**config.mk**
```make
export PLATFORM = sky130hd
export DESIGN_NAME = sum_it_up
export DESIGN_NICKNAME = d
export VERILOG_FILES = /design/src/rtl/sum_it_up.sv
export SDC_FILE = /design/constraint.sdc
export NUM_CORES = 1
export LEC_CHECK = 0
export ABC_CLOCK_PERIOD_IN_PS = 2200
export BUFFER_PORTS_ARGS = -buffer_cell sky130_fd_sc_hd__buf_4
export CORE_UTILIZATION = 40
export DETAILED_ROUTE_END_ITERATION = 8
export PLACE_DENSITY = 0.63
export SLEW_MARGIN = 20
export SYNTH_ARGS = -nofsm -noshare
export SYNTH_HDL_FRONTEND = slang
export SYNTH_SLANG_ARGS = --single-unit
```
**constraint.sdc**
```tcl
create_clock -name ck -period 2.2 [get_ports ck]
set_input_delay 0.44 -clock ck [delete_from_list [all_inputs] [get_ports ck]]
set_output_delay 0.44 -clock ck [all_outputs]
set_load 0.01 [all_outputs]
```
**src/rtl/sum_it_up.sv**
```systemverilog
// rtl/sum_it_up.sv - start-triggered accumulator that sums inA until a zero arrives
// done is a Mealy strobe on the terminating zero; sum is a register output.
module sum_it_up #(
  parameter int WIDTH = 8
) (
  input  logic             ck,
  input  logic             reset_l,
  input  logic             go_l,
  input  logic [WIDTH-1:0] inA,
  output logic             done,
  output logic [WIDTH-1:0] sum
);

  typedef enum logic {
    IDLE = 1'b0,
    ADD  = 1'b1
  } state_e;

  state_e           state_q, state_d;
  logic [WIDTH-1:0] sum_q, sum_d;
  logic             in_zero;

  assign in_zero = (inA == '0);

  always_comb begin
    state_d = state_q;
    sum_d   = sum_q;
    unique case (state_q)
      IDLE: begin
        // The inA value presented alongside go_l is not part of the sequence.
        if (!go_l) begin
          sum_d   = '0;
          state_d = ADD;
        end
      end
      ADD: begin
        if (in_zero) begin
          state_d = IDLE;
        end else begin
          sum_d = sum_q + inA;
        end
      end
      default: state_d = IDLE;
    endcase
  end

  always_ff @(posedge ck) begin
    if (!reset_l) begin
      state_q <= IDLE;
      sum_q   <= '0;
    end else begin
      state_q <= state_d;
      sum_q   <= sum_d;
    end
  end

  // Gated with reset_l so a zero arriving alongside a mid-sequence reset never strobes.
  assign done = reset_l && (state_q == ADD) && in_zero;
  assign sum  = sum_q;

endmodule

```
==> flow_summary.toml <==
[logic_synthesis]
yosys_register_bits = 9
ys_seq_area_share_pct = 27.22
synthFlopType = "dfxtp_1"
yosys.area_share.simple_pct = 22.87
yosys.cell_types.count = 28
synth-xor-area-share_pct = 1.323
async_flop_share_pct = 0
yosysWarnings = 0
synth-edff-count = 0
synthAdderAreaFrac_pct = 16.26
muxShareOfSynthArea_pct = 2.268
synth-compound-area-share_pct = 27.03
synth_top_area_share_pct = 27.22
syn_avg_cell_area_um2 = 8.596
synth_top_cell_by_area = "dfxtp_1"
syn-instance-count = 77
synth_top_family_by_area = "compound AO/OA/AOI/OAI gates"
synth_area_leaders = "dfxtp_1 (27%), ha_1 (13%), nor2_1 (7.4%), a22oi_1 (5.7%), nand3_1 (5.3%)"
syn-num-nets = 96
syn-cell-area_um2 = 661.9

[clock_tree]
htree_levels = 1
numClockSinks = 9
postCtsResizedCells = 0
clockBufferDepth = 2
post-cts-setup-buffers = 0
cts_inserted_buffers = 3
cts_tree = "built"
clk_pin_slew_worst_paths_ns = 0.06
holdBufCountCts = 0
insertion_delay_ns = 0.26
cts_root_buf = "clkbuf_4"

[power_and_ir_drop]
intPower_uw = 307.6
swShare_pct = 31.27
comb_power_share_pct = 29.3
powerDensity_mw_per_mm2 = 524.6
p_sw_uw = 140.0
max-vdd-ir-drop_mv = 0.4130
pwr-share-seq_pct = 41.2
leakage_uw = 0.0003939
p_clk_share_pct = 29.5
p_total_uw = 447.6

[sta]
fin_crit_sh_pct = 92.15
rsz0062_at_grt = "false"
layout_min_cycle_time_ns = 2.027
setup_violations = 0
drv_slew = 0
fmax_ghz = 0.4933
tns_ns = 0
skew_ns = 0.0007004
holdWs_ns = 0.5100
finalHoldViolCount = 0
relSlewSlack_pct = 69.49
tightest_slew_ns = 0.4572

[setup_path]
cp-end-kind = "primary output"
cp_data_arrival_time_ns = 1.59
worst_setup_path_start_kind = "input port"
crit_path_start = "inA[4]"
crit_type = "input port to primary output"
worstReg2RegStart = "sum[0]"
crit_fanout = 2
cp.required_ns = 1.76

[routing]
wire_per_inst_um = 13.54
antenna_left = 0
wl_um = 1571
first_pass_iters = 4
routed_via_density = 5.776
drtIter0Drc = 8
drc = 0
vias = 670

[placed_design]
portBuffers = 19
dp_hpwl_um = 1201
place.gp.congestion = 0.8507

[die]
die_w_um = 42.68
core-area_mm2 = 0.001524
row_count = 14
die_area_mm2 = 0.001822
pin_count = 20
start_util_pct = 43.43
die_y_um = 42.68

[flow_run]
maxCapViolCount = 0

[global_routing]
grt_max_degree = 11
antenna_found_initial = 0
grt_pass1_vias = 652
grt_overflow = 0
grt_usage_pct = 19.44
grt_pass1_wl_um = 2656

[layout]
fill_cells = 158
drive_gt1_share_pct = 29.00
syn_to_final_growth_pct = 28.92
diodes = 0
post-route-util_pct = 55.99
fin_nets = 120

[min_path]
hold_start = "reset_l"
hold_path_class = "input port to register"

[run_status]
outcome = "complete, no violations"
## power by group through the flow
| stage | Sequential [uW] | Clock (uW) | Combinational, uW |
|---|---|---|---|
| 2_1_floorplan | 191 | 0 | 76.4 |
| 3_3_place_gp | 188 | 0 | 129 |
| 3_5_place_dp | 188 | 0 | 131 |
| 4_1_cts | 184 | 139 | 132 |
| 5_1_grt | 186 | 145 | 148 |
| 6_report | 184 | 132 | 131 |
## metrics by stage
| step | instance area, um^2 | cells | setup slack, ns |
|---|---|---|---|
| floorplan | 661.9 | 77 | 0.2353 |
| global placement | 827.0 | 112 | 0.07854 |
| detailed placement | 827.0 | 112 | 0.02913 |
| CTS | 853.3 | 116 | 0.1558 |
| global route | 853.3 | 116 | 0.1116 |
| finish | 853.3 | 116 | 0.1727 |
## Yosys cell counts, types with 2 or more instances
cell and count:
o2111ai_1 2, o21ai_0 3, ha_1 7, dfxtp_1 9, nand3_1 7, nor2_1 13
a22oi_1 5, nand2_1 2, a211oi_1 4, or4_4 2, inv_1 3, o311ai_0 2
a21o_1 2, o21a_1 2
## worst max-delay path, stage by stage
cell	delay [ns]
buf_4	0.12
or4_4	0.55
nor4_1	0.29
buf_4	0.18
## registers in the layout, summed over array words and instances (netlist names)
name,flops
state_q,1
sum,8
## layout by cell type (no fill, tap or decap)
master / count
mux2_4: 1
a211oi_1: 4
clkbuf_4: 3
o21a_1: 2
inv_2: 1
or3_1: 1
o31ai_1: 1
clkbuf_1: 1
xor2_1: 1
a2111o_1: 1
inv_1: 3
nand3_1: 7
nor4_1: 1
o311ai_0: 2
dfxtp_1: 9
or4_4: 2
o2111ai_1: 2
nand2_1: 2
a21oi_1: 1
nor2_1: 13
fa_1: 1
nor2_4: 1
o21ai_0: 3
a22oi_1: 5
nor2_2: 1
o211ai_1: 1
nor3b_1: 1
ha_1: 7
buf_4: 20
a21o_1: 2
## cell type report
| class | count | area [um^2] | area share (%) |
|---|---|---|---|
| Inverter | 4 | 15.01 | 1.760 |
| Tap cell | 16 | 20.02 | 2.346 |
| Sequential cell | 9 | 180.2 | 21.11 |
| Timing Repair Buffer | 20 | 150.1 | 17.60 |
| Multi-Input combinational cell | 63 | 461.7 | 54.11 |
| Clock buffer | 4 | 26.28 | 3.079 |
## layer usage
layer	GRT usage, %	wire length [um]	vias up
li1	-	-	343
met3	6.809	82	2
met1	24.87	771	309
met5	0	0	-
met4	10.00	19	0
met2	28.48	697	16
## worst paths after layout
| check | to | slack (ns) | cells after the start |
|---|---|---|---|
| min reg2reg | sum[7] | 0.55 | 2 |
| max reg2reg | sum[6] | 0.25 | 7 |
| min | sum[7] | 0.51 | 3 |
| max | done | 0.17 | 4 |
## cells by family (layout without fill, tap and decap cells)
kind of cell               count (synthesis)  count (layout)
and+or+nand+nor                           29              29
DFF                                        9               9
muxes                                      1               1
adders and majority gates                  8               8
xor gates and xnor gates                   1               1
AOI/OAI and AO/OA                         24              24
buffers and inverters                      5              28
No activity file was read; power rests on OpenSTA's default activity.
